## src/rtl/alu_seq_pkg.sv

```systemverilog
// Shared opcode and FSM state encodings for the sequential ALU, plus a
// constant-foldable ceil(log2) used to size shift and counter fields.
package alu_seq_pkg;

  typedef enum logic [3:0] {
    OP_ADD     = 4'd0,
    OP_SUB     = 4'd1,
    OP_AND     = 4'd2,
    OP_OR      = 4'd3,
    OP_XOR     = 4'd4,
    OP_NOT     = 4'd5,
    OP_SHL     = 4'd6,
    OP_SHR     = 4'd7,
    OP_ASR     = 4'd8,
    OP_MUL     = 4'd9,
    OP_CMP     = 4'd10,
    OP_ACC_ADD = 4'd11,
    OP_ACC_CLR = 4'd12
  } op_e;

  typedef enum logic [1:0] {
    S_IDLE = 2'd0,
    S_MUL  = 2'd1,
    S_HOLD = 2'd2
  } state_e;

  function automatic int clog2(input int value);
    int r;
    int v;
    r = 0;
    v = value - 1;
    while (v > 0) begin
      r = r + 1;
      v = v >> 1;
    end
    return r;
  endfunction

endpackage

```

## src/rtl/alu_seq_mul.sv

```systemverilog
// Iterative unsigned shift-add multiplier over operand magnitudes with a final
// sign fix; done is asserted during the last step so product is ready that edge.
module alu_seq_mul
  import alu_seq_pkg::*;
#(
  parameter int WIDTH = 8
) (
  input  logic                 clk,
  input  logic                 rst_n,
  input  logic                 start,
  input  logic [WIDTH-1:0]     a,
  input  logic [WIDTH-1:0]     b,
  output logic                 done,
  output logic [2*WIDTH-1:0]   product
);

  localparam int RW = 2 * WIDTH;
  localparam int CW = clog2(WIDTH + 1);

  logic [RW-1:0]    acc_p;
  logic [RW-1:0]    mcand;
  logic [RW-1:0]    sum;
  logic [WIDTH-1:0] mplier;
  logic [WIDTH-1:0] mag_a;
  logic [WIDTH-1:0] mag_b;
  logic [CW-1:0]    cnt;
  logic             neg;
  logic             busy;

  // Magnitude of -2^(WIDTH-1) is 2^(WIDTH-1), which still fits unsigned in WIDTH bits.
  assign mag_a   = a[WIDTH-1] ? -a : a;
  assign mag_b   = b[WIDTH-1] ? -b : b;
  assign sum     = acc_p + (mplier[0] ? mcand : '0);
  assign done    = busy && (cnt == CW'(1));
  assign product = neg ? -sum : sum;

  always_ff @(posedge clk) begin
    if (!rst_n) begin
      busy   <= 1'b0;
      cnt    <= '0;
      acc_p  <= '0;
      mcand  <= '0;
      mplier <= '0;
      neg    <= 1'b0;
    end else if (start) begin
      busy   <= 1'b1;
      cnt    <= CW'(WIDTH);
      acc_p  <= '0;
      mcand  <= {{WIDTH{1'b0}}, mag_a};
      mplier <= mag_b;
      neg    <= a[WIDTH-1] ^ b[WIDTH-1];
    end else if (busy) begin
      acc_p  <= sum;
      mcand  <= mcand << 1;
      mplier <= mplier >> 1;
      cnt    <= cnt - 1'b1;
      if (cnt == CW'(1)) busy <= 1'b0;
    end
  end

endmodule

```

## src/rtl/alu_seq.sv

```systemverilog
// Sequential ALU: one command at a time, single-cycle ops plus an iterative
// multiply, with a persistent accumulator and a ready/valid result hold.
//   state  | meaning
//   S_IDLE | waiting for a command (in_ready=1 except first cycle after reset)
//   S_MUL  | iterative multiply in progress
//   S_HOLD | result valid, waiting for out_ready
module alu_seq
  import alu_seq_pkg::*;
#(
  parameter int WIDTH = 8
) (
  input  logic                 clk,
  input  logic                 rst_n,
  input  logic                 in_valid,
  output logic                 in_ready,
  input  logic [WIDTH-1:0]     a,
  input  logic [WIDTH-1:0]     b,
  input  logic [3:0]           sel,
  output logic                 out_valid,
  input  logic                 out_ready,
  output logic [2*WIDTH-1:0]   result,
  output logic                 flag_zero,
  output logic                 flag_neg,
  output logic                 flag_err
);

  localparam int RW = 2 * WIDTH;
  localparam int SW = clog2(WIDTH);

  state_e           state;
  logic [RW-1:0]    acc;
  logic [RW-1:0]    alu_res;
  logic             alu_err;
  logic [RW-1:0]    sa;
  logic [RW-1:0]    sb;
  logic [SW-1:0]    sh;
  logic [WIDTH-1:0] shl_v;
  logic [WIDTH-1:0] shr_v;
  logic [WIDTH-1:0] asr_v;
  logic             accept;
  logic             deliver;
  logic             mul_start;
  logic             mul_done;
  logic [RW-1:0]    mul_product;

  assign accept    = in_valid && in_ready;
  assign deliver   = out_valid && out_ready;
  assign mul_start = accept && (sel == OP_MUL);

  assign sa    = {{WIDTH{a[WIDTH-1]}}, a};
  assign sb    = {{WIDTH{b[WIDTH-1]}}, b};
  assign sh    = b[SW-1:0];
  assign shl_v = a << sh;
  assign shr_v = a >> sh;
  assign asr_v = $signed(a) >>> sh;

  always_comb begin
    alu_res = '0;
    alu_err = 1'b0;
    case (sel)
      OP_ADD:     alu_res = sa + sb;
      OP_SUB:     alu_res = sa - sb;
      OP_AND:     alu_res = {{WIDTH{1'b0}}, a & b};
      OP_OR:      alu_res = {{WIDTH{1'b0}}, a | b};
      OP_XOR:     alu_res = {{WIDTH{1'b0}}, a ^ b};
      OP_NOT:     alu_res = {{WIDTH{1'b0}}, ~a};
      OP_SHL:     alu_res = {{WIDTH{1'b0}}, shl_v};
      OP_SHR:     alu_res = {{WIDTH{1'b0}}, shr_v};
      OP_ASR:     alu_res = {{WIDTH{asr_v[WIDTH-1]}}, asr_v};
      OP_CMP:     alu_res = RW'($signed(a) < $signed(b));
      OP_ACC_ADD: alu_res = acc + sa;
      OP_ACC_CLR: alu_res = '0;
      OP_MUL:     alu_res = '0;
      default:    alu_err = 1'b1;
    endcase
  end

  alu_seq_mul #(.WIDTH(WIDTH)) u_mul (
    .clk     (clk),
    .rst_n   (rst_n),
    .start   (mul_start),
    .a       (a),
    .b       (b),
    .done    (mul_done),
    .product (mul_product)
  );

  always_ff @(posedge clk) begin
    if (!rst_n) begin
      state     <= S_IDLE;
      in_ready  <= 1'b0;
      out_valid <= 1'b0;
      acc       <= '0;
      result    <= '0;
      flag_zero <= 1'b0;
      flag_neg  <= 1'b0;
      flag_err  <= 1'b0;
    end else begin
      case (state)
        S_IDLE: begin
          in_ready <= 1'b1;
          if (accept) begin
            in_ready <= 1'b0;
            if (sel == OP_MUL) begin
              state <= S_MUL;
            end else begin
              state     <= S_HOLD;
              out_valid <= 1'b1;
              result    <= alu_res;
              flag_zero <= (alu_res == '0);
              flag_neg  <= alu_res[RW-1];
              flag_err  <= alu_err;
              if (sel == OP_ACC_ADD || sel == OP_ACC_CLR) acc <= alu_res;
            end
          end
        end
        S_MUL: begin
          if (mul_done) begin
            state     <= S_HOLD;
            out_valid <= 1'b1;
            result    <= mul_product;
            flag_zero <= (mul_product == '0);
            flag_neg  <= mul_product[RW-1];
            flag_err  <= 1'b0;
          end
        end
        S_HOLD: begin
          if (deliver) begin
            state     <= S_IDLE;
            out_valid <= 1'b0;
            in_ready  <= 1'b1;
          end
        end
        default: state <= S_IDLE;
      endcase
    end
  end

endmodule

```

## config.mk

```make
export PLATFORM = sky130hd
export DESIGN_NAME = alu_seq
export DESIGN_NICKNAME = d
export VERILOG_FILES = /design/src/rtl/alu_seq_pkg.sv /design/src/rtl/alu_seq_mul.sv /design/src/rtl/alu_seq.sv
export SDC_FILE = /design/constraint.sdc
export NUM_CORES = 1
export LEC_CHECK = 0
export CAP_MARGIN = 20
export CORE_UTILIZATION = 35
export DETAILED_ROUTE_END_ITERATION = 12
export GPL_ROUTABILITY_DRIVEN = 1
export SLEW_MARGIN = 20
export SYNTH_ARGS = -nofsm -noshare
export SYNTH_HDL_FRONTEND = slang
export SYNTH_SLANG_ARGS = --single-unit
```

## constraint.sdc

```tcl
create_clock -name clk -period 4.7 [get_ports clk]
set_clock_uncertainty 0.2 [all_clocks]
set_input_delay 0.94 -clock clk [delete_from_list [all_inputs] [get_ports clk]]
set_output_delay 0.94 -clock clk [all_outputs]
set_load 0.02 [all_outputs]
```

==> results.md <==
* Setup TNS at 0 ns
* Leakage at 3.37 nW
* DRC at 0
* Post-Synthesis Cells at 962
* CTS tree: built
* Fillers at 2,174
* DRT met1 WL at 10,900 um
* DRT iter0 DRCs at 683
* Vias per inst at 5.74
* First-pass GRT wire length at 36,700 um
* Largest area contributor in the netlist: dfxtp_1
* Initial antenna violation count at 0
* Pre-antenna DRT Iters at 10
* Crit-path max FO at 5
* Hpwl dp at 18,000 um
* Register Area at 1680 um2
* Top Layer Used: met4
* Max-slew violations at 0
* Final GP Congestion at 0.980
* Area grow syn2layout at 16.7%
* Synth unique cells at 83
* PD cells at 258 nW/um2
* Setup crit start: a[0]
* Initial Util at 0.360
* Post-CTS Setup Inserts at 0
* End of the critical path: flag_zero
* Largest cells by area after synthesis: dfxtp_1, ha_1, mux2i_1
* Vias at 7,417
* Routed met3 length at 1060 um
* RSZ-0062 raised after global routing: no
* Insertion delay of the later-clocked pin in the worst-skew pair at 0.35 ns
* Largest net degree at the start of global routing at 50
* Clk sinks at 84
* Rel. slew slack at 0.520
* Reg2reg path depth at 12
* Fraction of registers with async set/reset at 0
* Post-route antenna net violation count at 0
* Area post-placement at 8610 um2
* Post-synth EDFFs at 0
* Post-synth top area share at 0.220
* Critical path data arrival time at 4.41 ns
* Gr usage total at 0.209
* Fin nets at 1,104
* Root Driver: clkbuf_16
* Die area at 22,500 um2
* Antenna Cells at 0
* Crit path capture type: register
* Setup CP Type: in -> reg
* Vias in the first global route at 6,714
* Number of synthesized register bits at 84
* Peak VDD IR at 0.000170 V
* Post-synth top flop: dfxtp_1
* CP Launch Type: primary input
* Achievable Freq at 231 MHz
* Worst hold-check path type: reg -> reg
* Number of port buffers at 44
* Layout Utilization at 0.421
* Status: finished, final reports clean
* Post-route cell area at 8930 um2
* Finished Layout Cells at 1,293
* Cts hold-fix bufs at 0
* Routed len/inst at 18.1 um
* CTS buffer count at 9
* Worst slew pin tran at 0.719 ns
* Die extent in x at 150 um
* Maxcap violations at 0
* Reg2reg start: u_mul.mplier[0]
* Share of layout cells above drive strength 1 at 0.110
* Core area at 21,200 um2
* Period utilisation layout at 0.921
* Met2 WL at 10,700 um
* Synth Warn # at 0
* Worst R2R End: flag_zero
* Mapped Area at 7650 um2
* Area of the multi-input gates at 5530 um2
* Grt total ovfl at 0
* Syn_nets at 1,053
* Row count at 53
* Sequential fraction of the synthesis area at 0.220
* Fin crit period at 4.33 ns
* Die span in y at 150 um
* R2R Setup Slk at 0.37 ns
* Clk pin slew, worst setup/hold paths at 0.07 ns
* Avg Cell Area, Syn at 7.95 um2
* CTS H-tree depth at 3
* I/O pins at 45
* Final Hold Vio Count at 0
* Critical path required time at 4.78 ns
* Max Root-Sink Buffers at 2
* Post_cts resized at 0
* DRT Wirelength at 23,400 um
* Final setup fails at 0
* Dpl cells at 1,277
where the power goes:
part | total [mW] | internal (mW) | switching (mW)
registers | 0.795 | 0.758 | 0.0373
clock network | 0.771 | 0.469 | 0.302
logic | 0.741 | 0.305 | 0.436
critical path: stages:
cell	delay (ns)
clkdlybuf4s50_1	0.60
inv_1	0.13
ha_1	0.25
fa_1	0.42
o21bai_1	0.16
a21oi_1	0.12
o31ai_1	0.43
a32oi_1	0.19
and2_1	0.23
a21oi_1	0.27
nand4_1	0.14
nor4_1	0.32
a32oi_1	0.10
o21ai_1	0.10
cells by family (layout without fill, tap and decap cells):
family | count (synthesis) | in the layout | share of synthesized area
AOI/OAI and AO/OA | 286 | 286 | 0.259
and+or+nand+nor | 309 | 309 | 0.200
buffers and inverters | 108 | 164 | 0.0571
muxes | 58 | 58 | 0.0927
adders and majority gates | 67 | 67 | 0.114
xor gates and xnor gates | 50 | 50 | 0.0572
DFF | 84 | 84 | 0.220
cells in the final DEF, fill, tap and decap left out, types with 4 or more instances in the layout:
cell type	n
a211oi_1	46
a21o_1	10
a21oi_1	71
a221oi_1	4
a22oi_1	4
a31oi_1	6
and2_1	18
and3_1	4
buf_4	59
clkbuf_16	9
clkdlybuf4s50_1	44
dfxtp_1	83
fa_1	4
ha_1	63
inv_1	43
mux2i_1	45
mux4_2	10
nand2_1	73
nand2b_1	7
nand3_1	15
nand3b_1	4
nand4_1	7
nor2_1	103
nor2b_1	11
nor3_1	21
nor4_1	9
nor4b_1	7
o211ai_1	20
o21a_1	8
o21ai_0	36
o21bai_1	5
o221ai_1	4
o22ai_1	10
o31ai_1	12
or2_2	6
or3_1	5
xnor2_1	41
xor2_1	9
metrics by stage:
| step | hold slack [ns] | setup WS, ns | total power, mW |
|---|---|---|---|
| finish | 0.252 | 0.373 | 2.31 |
| global route | 0.264 | 0.0469 | 2.42 |
| CTS | 0.255 | 0.356 | 2.32 |
| detailed placement | 0.246 | 0.0921 | 1.54 |
| global placement | 0.238 | 0.236 | 1.54 |
| floorplan | 0.257 | 0.564 | 1.27 |
worst min-delay path by stage:
stage | startpoint | endpoint | cells after the start
2_1_floorplan | acc[0] | acc[0] | 2
5_1_grt | result[10] | result[10] | 2
3_3_place_gp | result[6] | result[6] | 2
3_5_place_dp | result[6] | result[6] | 2
6_report | result[10] | result[10] | 2
4_1_cts | result[6] | result[6] | 2
cell type report:
cell class / count / share of cell area
well taps: 275 / 0.0385
repair buffers: 103 / 0.0989
flip-flops and latches: 84 / 0.188
inverters: 45 / 0.0189
clock inverters: 5 / 0.00953
clock buffers: 11 / 0.0261
multi-input cells: 770 / 0.620
per-layer routing:
| layer | vias up | global-route usage |
|---|---|---|
| met4 | 0 | 0.0864 |
| met1 | 3508 | 0.288 |
| met3 | 44 | 0.0290 |
| met2 | 223 | 0.326 |
| met5 | - | 0 |
| li1 | 3642 | - |
cell usage after synthesis (21+ instances only):
| cell type | n |
|---|---|
| nor3_1 | 21 |
| clkbuf_1 | 48 |
| mux2i_1 | 45 |
| ha_1 | 63 |
| xnor2_1 | 41 |
| a211oi_1 | 46 |
| a21oi_1 | 71 |
| nor2_1 | 103 |
| dfxtp_1 | 84 |
| o21ai_0 | 36 |
| nand2_1 | 73 |
| inv_1 | 43 |
sequential cells by signal, summed over array words and instances, names as in the netlist, 2 cells and up:
signal        flops
u_mul.cnt         4
result           16
u_mul.acc_p      16
state             2
u_mul.mcand      16
u_mul.mplier      8
acc              16
Note: power is estimated with default switching activity, not from simulation.
